==> src/rtl/spi_op_sequencer_pkg.sv <==
// rtl/spi_op_sequencer_pkg.sv - shared state encoding, shift modes and sizing helper
//
// Purpose: types and constants shared by spi_op_sequencer and its counter.
// Ports:   none (package).

package spi_op_sequencer_pkg;

    typedef enum logic [2:0] {
        ST_IDLE     = 3'd0,
        ST_RX_OPC   = 3'd1,
        ST_RX_OPND  = 3'd2,
        ST_EXEC     = 3'd3,
        ST_LOAD_RES = 3'd4,
        ST_TX_RES   = 3'd5
    } state_t;

    // Shift-register modes, same meaning as the existing shift-register blocks.
    localparam logic [1:0] SH_HOLD  = 2'd0;
    localparam logic [1:0] SH_LEFT  = 2'd1;
    localparam logic [1:0] SH_PLOAD = 2'd2;

    function automatic int max3(input int a, input int b, input int c);
        int m;
        m = (a > b) ? a : b;
        return (m > c) ? m : c;
    endfunction

endpackage

==> src/rtl/spi_op_sequencer_bit_counter.sv <==
// rtl/spi_op_sequencer_bit_counter.sv - up-counter with clear, enable and terminal compare
//
// Purpose: shared counter for bit counting and the execution timeout.
// Ports:   clk, reset (async, active-high), clr (sync clear, wins over en),
//          en (count up), term (compare value), count, hit (count == term).

module spi_bit_counter
    import spi_op_sequencer_pkg::*;
#(
    parameter int WIDTH = 4
) (
    input  logic             clk,
    input  logic             reset,
    input  logic             clr,
    input  logic             en,
    input  logic [WIDTH-1:0] term,
    output logic [WIDTH-1:0] count,
    output logic             hit
);

    always_ff @(posedge clk or posedge reset) begin
        if (reset) begin
            count <= '0;
        end else if (clr) begin
            count <= '0;
        end else if (en) begin
            count <= count + WIDTH'(1);
        end
    end

    assign hit = (count == term);

endmodule

==> src/rtl/spi_op_sequencer.sv <==
// rtl/spi_op_sequencer.sv - SPI opcode/operand receiver, exec handshake and result sender
//
// Purpose: receive opcode + NUM_OPS operands MSB-first, pulse start, wait for
//          done (with timeout), then shift the result out on miso.
// Ports:   clk, reset (async, active-high), cs, sclk_rise/sclk_fall strobes,
//          mosi, miso, miso_oe, opcode, operands, start, done, result, err,
//          abort, busy.

module spi_op_sequencer
    import spi_op_sequencer_pkg::*;
#(
    parameter int DATA_W  = 8,
    parameter int NUM_OPS = 2,
    parameter int OPC_W   = 2,
    parameter int RES_W   = 16,
    parameter int TIMEOUT = 255
) (
    input  logic                      clk,
    input  logic                      reset,
    input  logic                      cs,
    input  logic                      sclk_rise,
    input  logic                      sclk_fall,
    input  logic                      mosi,
    output logic                      miso,
    output logic                      miso_oe,
    output logic [OPC_W-1:0]          opcode,
    output logic [NUM_OPS*DATA_W-1:0] operands,
    output logic                      start,
    input  logic                      done,
    input  logic [RES_W-1:0]          result,
    output logic                      err,
    output logic                      abort,
    output logic                      busy
);

    localparam int OPND_W = NUM_OPS * DATA_W;
    localparam int BIT_W  = $clog2(max3(OPC_W, OPND_W, RES_W) + 1);
    localparam int TO_W   = $clog2(TIMEOUT + 1);

    state_t state, nxt;

    logic [OPC_W-1:0]  opc_sh;
    logic [OPND_W-1:0] opnd_sh;
    logic [RES_W-1:0]  tx_sh;
    logic              armed;      // cs has been seen low since the last transaction

    logic [BIT_W-1:0]  bit_count, bit_term;
    logic              bit_hit, bit_en;
    logic [TO_W-1:0]   to_count;
    logic              to_hit, t_first;

    logic              opc_shift, opnd_shift, timeout_fire, err_clr;
    logic [1:0]        tx_mode;

    spi_bit_counter #(.WIDTH(BIT_W)) u_bit_cnt (
        .clk   (clk),
        .reset (reset),
        .clr   (nxt != state),
        .en    (bit_en),
        .term  (bit_term),
        .count (bit_count),
        .hit   (bit_hit)
    );

    // Runs only in EXEC, so it reads 0 in the first EXEC cycle.
    spi_bit_counter #(.WIDTH(TO_W)) u_to_cnt (
        .clk   (clk),
        .reset (reset),
        .clr   (state != ST_EXEC),
        .en    (state == ST_EXEC),
        .term  (TO_W'(TIMEOUT - 1)),
        .count (to_count),
        .hit   (to_hit)
    );

    assign t_first = (to_count == '0);

    always_comb begin
        case (state)
            ST_RX_OPC:  bit_term = BIT_W'(OPC_W - 1);
            ST_RX_OPND: bit_term = BIT_W'(OPND_W - 1);
            default:    bit_term = BIT_W'(RES_W - 1);
        endcase
    end

    always_ff @(posedge clk or posedge reset) begin
        if (reset) begin
            state <= ST_IDLE;
        end else begin
            state <= nxt;
        end
    end

    always_comb begin
        nxt = state;
        if (state != ST_IDLE && !cs) begin
            nxt = ST_IDLE;
        end else begin
            case (state)
                ST_IDLE:     if (cs && armed) nxt = ST_RX_OPC;
                ST_RX_OPC:   if (sclk_rise && bit_hit) nxt = ST_RX_OPND;
                ST_RX_OPND:  if (sclk_rise && bit_hit) nxt = ST_EXEC;
                ST_EXEC:     if ((done && !t_first) || to_hit) nxt = ST_LOAD_RES;
                ST_LOAD_RES: nxt = ST_TX_RES;
                ST_TX_RES:   if (sclk_fall && bit_hit) nxt = ST_IDLE;
                default:     nxt = ST_IDLE;
            endcase
        end
    end

    // cs low overrides every action in a non-idle state.
    always_comb begin
        start        = 1'b0;
        miso_oe      = 1'b0;
        opc_shift    = 1'b0;
        opnd_shift   = 1'b0;
        bit_en       = 1'b0;
        timeout_fire = 1'b0;
        err_clr      = 1'b0;
        tx_mode      = SH_HOLD;
        busy         = (state != ST_IDLE);
        abort        = (state != ST_IDLE) && !cs;
        case (state)
            ST_IDLE: begin
                err_clr = cs && armed;
            end
            ST_RX_OPC: begin
                opc_shift = cs && sclk_rise;
                bit_en    = cs && sclk_rise;
            end
            ST_RX_OPND: begin
                opnd_shift = cs && sclk_rise;
                bit_en     = cs && sclk_rise;
            end
            ST_EXEC: begin
                start        = cs && t_first;
                timeout_fire = cs && to_hit && !(done && !t_first);
            end
            ST_LOAD_RES: begin
                if (cs) tx_mode = SH_PLOAD;
            end
            ST_TX_RES: begin
                miso_oe = cs;
                bit_en  = cs && sclk_fall;
                if (cs && sclk_fall) tx_mode = SH_LEFT;
            end
            default: ;
        endcase
    end

    always_ff @(posedge clk or posedge reset) begin
        if (reset) begin
            opc_sh  <= '0;
            opnd_sh <= '0;
            tx_sh   <= '0;
            err     <= 1'b0;
            armed   <= 1'b1;
        end else begin
            if (opc_shift)  opc_sh  <= OPC_W'({opc_sh, mosi});
            if (opnd_shift) opnd_sh <= OPND_W'({opnd_sh, mosi});
            case (tx_mode)
                SH_PLOAD: tx_sh <= err ? '1 : result;
                SH_LEFT:  tx_sh <= RES_W'({tx_sh, 1'b0});
                default:  tx_sh <= tx_sh;
            endcase
            if (err_clr)           err <= 1'b0;
            else if (timeout_fire) err <= 1'b1;
            if (!cs)               armed <= 1'b1;
            else if (busy)         armed <= 1'b0;
        end
    end

    assign opcode   = opc_sh;
    assign operands = opnd_sh;
    assign miso     = tx_sh[RES_W-1];

endmodule

==> config.mk <==
export PLATFORM = sky130hd
export DESIGN_NAME = spi_op_sequencer
export DESIGN_NICKNAME = d
export VERILOG_FILES = /design/src/rtl/spi_op_sequencer_pkg.sv /design/src/rtl/spi_op_sequencer_bit_counter.sv /design/src/rtl/spi_op_sequencer.sv
export SDC_FILE = /design/constraint.sdc
export NUM_CORES = 1
export LEC_CHECK = 0
export CAP_MARGIN = 10
export CORE_ASPECT_RATIO = 0.5
export CORE_MARGIN = 10
export CORE_UTILIZATION = 52
export CTS_CLUSTER_DIAMETER = 150
export DETAILED_ROUTE_END_ITERATION = 8
export PLACE_DENSITY = 0.79
export RECOVER_POWER = 50
export SKIP_CTS_REPAIR_TIMING = 1
export SLEW_MARGIN = 20
export SYNTH_ARGS = -nofsm -noshare
export SYNTH_HDL_FRONTEND = slang
export SYNTH_SLANG_ARGS = --single-unit
==> constraint.sdc <==
create_clock -name clk -period 2.97 [get_ports clk]
set_input_delay 0.297 -clock clk [delete_from_list [all_inputs] [get_ports clk]]
set_output_delay 0.297 -clock clk [all_outputs]
set_load 0.01 [all_outputs]
**Yosys cells after proc, flatten, opt, wreduce, memory -nomap -nowiden**

Cells that the tools add are included.

- Register bits: 52
- Input port bits: 23
- Output and inout bits: 24
- Logic and storage cells: 72

- Add/subtract/negate cells: 2
- Equality and inequality tests: 12
- Multiplexer cells: 28
- Reductions and logical operators: 22

Operators by type and width:

| cell | number |
|---|---|
| case mux 16 bit (2 select lines) | 1 |
| 2-to-1 mux 3 bit | 6 |
| case mux 3 bit (6 select lines) | 1 |
| 2-to-1 mux 16 bit | 1 |
| 2-to-1 mux 8 bit | 2 |
| 2-to-1 mux 1 bit | 11 |
| logical AND 1 bit | 10 |
| 2-to-1 mux 5 bit | 2 |
| adder 8 x 1 -> 8 bit, second input constant | 1 |
| == test 8 bit, second input constant | 1 |
| logical NOT 8 bit | 1 |
| nonzero test 2 bit | 4 |
| == test 3 x 2 -> 1 bit, second input constant | 2 |
| == test 3 bit, second input constant | 2 |
| adder 5 x 1 -> 5 bit, second input constant | 1 |
| == test 5 x 4 -> 1 bit | 1 |
| 2-to-1 mux 4 bit | 1 |
| case mux 2 bit (2 select lines) | 1 |
| == test 3 x 1 -> 1 bit, second input constant | 1 |
| logical NOT 1 bit | 3 |
| logical NOT 3 bit | 1 |
| != test 3 x 2 -> 1 bit, second input constant | 1 |
| != test 3 bit | 1 |
| nonzero test 3 bit | 1 |
| 7 further kinds | 7 |

**Longest topological paths before layout**

- Depth in word-level cells: 9
- Gate-level depth with buffers: 9
- Depth with buffers taken out: 7

**Hierarchy**

A second synthesis with hierarchy kept.

- Cells, all modules: 257
- Area total of the unflattened synthesis: 2645.0 um^2

By module, submodules not included:

| module | instances | cells an instance | area an instance (um^2) | sequential area each (um^2) |
|---|---|---|---|---|
| spi_op_sequencer | 1 | 180 | 1891.8 | 977.2 |
| spi_bit_counter (u_to_cnt) | 1 | 50 | 478.0 | 200.2 |
| spi_bit_counter (u_bit_cnt) | 1 | 27 | 275.3 | 125.1 |

**Least setup slack after synthesis**

No wires, ideal clock.

- Kind: reg-to-reg
- From: register state[0]
- To: register tx_sh[15]
- Library setup time: 0.135 ns
- Arrival: 1.963 ns
- Required time: 2.835 ns
- Path slack: 0.872 ns
- Stages on the path, launching flop included: 10
- Buffers on the path: 4
- Clock period less this slack: 2.098 ns
- Path through: dfrtp_1 buf_4 clkbuf_1 or2_2 ha_1 or2_2 clkbuf_1 clkbuf_1 o22ai_1 o21ai_0

- Cells in the longest elaborated chain, start to end: 4
- Elaborated cells on any way between the ends: 7
- Classes of those cells: 4 x eq/ne; 2 x mux; 1 x reduce/logical

RTL lines:

| what | RTL line | text |
|---|---|---|
| from (decl) | spi_op_sequencer.sv:40 | `state_t state, nxt;` |
| from (signal assigned) | spi_op_sequencer.sv:90 | `state <= nxt;` |
| == test 3 bit | spi_op_sequencer.sv:123 | `case (state)` |
| case mux 2 bit (2 select lines) (*) | spi_op_sequencer.sv:123 |  |
| == test 2 x 1 -> 1 bit / == test 2 bit (equally long branches) | spi_op_sequencer.sv:161 | `case (tx_mode)` |
| case mux 16 bit (2 select lines) / nonzero test 2 bit (equally long branches) | -- |  |
| to (signal assigned) | spi_op_sequencer.sv:162 | `SH_PLOAD: tx_sh <= err ? '1 : result;` |
| to (signal assigned) | spi_op_sequencer.sv:163 | `SH_LEFT: tx_sh <= RES_W'({tx_sh, 1'b0});` |
| to (signal assigned) | spi_op_sequencer.sv:164 | `default: tx_sh <= tx_sh;` |
| to (decl) | spi_op_sequencer.sv:44 | `logic [RES_W-1:0] tx_sh;` |

Every way passes the cells marked *; elsewhere a longest branch is shown, timed or not.
A chain may end at the register's enable or synchronous reset.

**Worst setup path after layout**

- From: register state[1]
- To: output port start

- Cells in the longest elaborated chain, start to end: 2

RTL lines:

| what | RTL line | text |
|---|---|---|
| == test 3 x 2 -> 1 bit | spi_op_sequencer.sv:123 |  |
| 2-to-1 mux 1 bit | spi_op_sequencer.sv:123 |  |
| to (decl) | spi_op_sequencer.sv:28 | `output logic start,` |

No other way between the ends.

==> impl_metrics.py <==
metrics = {
    "sta": {
        "hold_viol_final": 0,
        "hold_ws_ns": 0.491,
        "skew_ns": 0.0118,
        "maxSlewViolCount": 0,
        "setup_tns_ns": 0,
        "post-route-period-util": 0.840,
        "relSlewSlack": 0.101,
        "tightest_slew_ns": 1.35,
        "worst_slack_ns": 0.476,
        "period_minus_slack_ns": 2.49,
        "fmaxAchievable_mhz": 401,
        "rsz0062_at_grt": "false",
        "finalSetupViolations": 0,
    },
    "grt": {
        "grt_util_all_layers": 0.128,
        "met2_usage": 0.211,
        "grt_antenna_before_repair": 0,
        "met1_usage": 0.159,
        "grt_overflow": 0,
        "grt_max_degree": 38,
        "grt_pass1_vias": 1854,
        "grt_pass1_wl_um": 8940,
        "use_met3": 0.0381,
        "top_usage_layer": "met2",
    },
    "setup_path": {
        "r2r_end": "tx_sh[15]",
        "critPathBufInv": 1,
        "path_delay_family": "simple AND/OR/NAND/NOR gates",
        "cp-end-kind": "primary output",
        "crit_path_top_delay_cell": "dfrtp_1",
        "crit_arrival_ns": 2.20,
        "cpPeakStageDelay_ns": 0.63,
        "path_class": "flop to primary output",
        "crit_chain": "nor2b_1 -> nand2_1 -> nor3_1 -> clkdlybuf4s50_1",
        "cp.required_ns": 2.67,
        "reg2reg_slack_ns": 0.79,
        "cp-start-kind": "flop",
        "crit_fanout": 16,
        "r2r-start": "state[1]",
        "rr_worst_depth": 6,
    },
    "clock_network": {
        "clockBufferDepth": 2,
        "numCtsBuffers": 5,
        "clkSinkCount": 52,
        "htreeDepth": 2,
        "tritoncts": "built",
        "clockRootBuffer": "clkbuf_8",
        "path_clk_slew_ns": 0.10,
        "insertion_delay_ns": 0.31,
    },
    "placement": {
        "numPortBuffers": 46,
        "gp_congestion": 0.852,
        "pre_cts_ws_ns": 0.722,
        "dp.cells": 344,
        "place_area_um2": 3050,
        "hpwlAfterDp_um": 3840,
    },
    "pwr": {
        "power.leakage_nw": 1.40,
        "pwr-share-seq": 0.522,
        "power.density_nw_per_um2": 518,
        "peakVddDrop_uv": 296,
        "p_int_mw": 1.13,
        "power_mw": 1.62,
        "p_sw_mw": 0.490,
        "comb_power_share": 0.219,
        "p_clk_frac": 0.259,
        "swShare": 0.302,
    },
    "synth": {
        "ys_ff_latch": 52,
        "synth.cells.most_frequent": "51 x dfrtp_1, 26 x nand2_1, 19 x nor2_1, 18 x mux2_2, 18 x o21ai_0",
        "synth_ff_type": "dfrtp_1",
        "synthArstFlopShare": 1.00,
        "postSynthAreaPerCell_um2": 10.5,
        "synthCells": 240,
        "netlist_area_um2": 2530,
        "synth_seq_area_share": 0.515,
        "synth.top_cells.by_area": "dfrtp_1 50%, mux2_2 8.0%, nand2_1 3.9%, o22ai_1 3.7%, o21ai_0 3.6%",
        "synth.top_cell.area_share": 0.505,
        "synth.most_common_cell": "dfrtp_1",
        "synth_edf_count": 0,
        "syn-num-nets": 268,
        "yosys.area.top_type": "dfrtp_1",
        "ys_types": 45,
        "yosys_warnings": 0,
    },
    "layout": {
        "design_area_um2": 3130,
        "syn_to_final_growth_pct": 24.0,
        "fin_util": 0.689,
        "final_cells": 352,
        "nNetsFinal": 313,
        "fillers": 363,
        "drive_gt1_frac": 0.133,
        "num_antenna_cells": 0,
    },
    "worst_hold_path": {
        "hold_depth": 2,
        "hp-start": "armed",
        "hold_end": "armed",
        "holdCritPathClass": "flop to flop",
    },
    "job": {
        "cap_violations": 0,
    },
    "die": {
        "die_area_um2": 8220,
        "die_w_um": 119,
        "initial_utilization": 0.555,
        "die_h_um": 69.3,
        "io_pins": 47,
        "core_um2": 4550,
        "rows": 17,
    },
    "drt": {
        "drt_wl_total_um": 5200,
        "post_drt_wl_per_cell_um": 14.8,
        "drcViolationCount": 0,
        "routed_via_density": 5.42,
        "ant_nets": 0,
        "num_vias": 1907,
        "dr.pass1.iters": 4,
        "drt_iter0_drc": 157,
    },
    "outcome": {
        "status": "finished clean",
    },
}
==> cell usage in the layout (no fill, tap or decap), drive strengths merged, types with 2 or more instances in the layout <==
cell           instances
a31oi                  2
and3                   4
and4                   2
buf                    2
clkbuf                 7
clkdlybuf4s50         44
dfrtp                 51
dlygate4sd3            2
ha                     5
inv                    8
maj3                   2
mux2                  18
mux2i                  2
nand2                 27
nand2b                 3
nand3                  5
nand3b                 2
nand4                  3
nor2                  19
nor2b                  2
nor3                   9
nor3b                  2
nor4b                  2
o21a                   3
o21ai                 18
o22ai                 16
or2                    2
xnor2                  3
xor2                   7
==> power by group through the flow <==
stage	logic (mW)	registers (mW)	clock network, mW
after floorplan	0.248	0.833	0
after global placement	0.355	0.857	0
after detailed placement	0.365	0.862	0
after CTS	0.366	0.848	0.429
after global routing	0.397	0.863	0.465
final	0.356	0.849	0.420
==> cells by family after synthesis <==
group	Yosys count	synth area share
flops	52	0.515
simple gates	86	0.176
buf+inv	18	0.0297
mux	20	0.0881
fa+ha+maj	7	0.0327
compound gates	47	0.124
xor+xnor	10	0.0347
==> sequential cells by signal (all words and copies together), names as in the netlist <==
signal / flops
state: 3
opcode: 2
tx_sh: 16
u_bit_cnt.count: 5
u_to_cnt.count: 8
armed: 1
err: 1
operands: 16
==> final cells by class <==
cell class,instances,area [um2],area share
Clock buffer,5,68.8,0.0220
Tap cell,66,82.6,0.0263
Multi-Input combinational cell,170,1150,0.367
Sequential cell,52,1300,0.416
Timing Repair Buffer,50,483,0.154
Inverter,6,22.5,0.00719
Clock inverter,3,25.0,0.00798
==> metal layers <==
metal,share of wire,vias up,wire [um]
li1,-,949,-
met4,0.010,0,53
met1,0.46,916,2410
met5,0,-,0
met3,0.046,5,239
met2,0.48,37,2500
==> worst reg2reg max path, delay by kind of cell (launching register included) <==
| kind | cells | cell delay, ns |
|---|---|---|
| AOI/OAI and AO/OA | 2 | 0.28 |
| and+or+nand+nor | 3 | 1.00 |
| DFF | 1 | 0.55 |
| adders and majority gates | 1 | 0.22 |
==> worst max path at each step <==
| stage | to | slack [ns] | cells past startpoint | from |
|---|---|---|---|---|
| after global routing | start | 0.30 | 4 | state[1] |
| after detailed placement | tx_sh[15] | 0.72 | 7 | cs |
| after global placement | tx_sh[11] | 0.78 | 7 | cs |
| final | start | 0.48 | 4 | state[1] |
| after floorplan | tx_sh[15] | 0.87 | 9 | state[0] |
| after CTS | start | 0.46 | 4 | state[1] |
(Power assumes the default switching activity.)
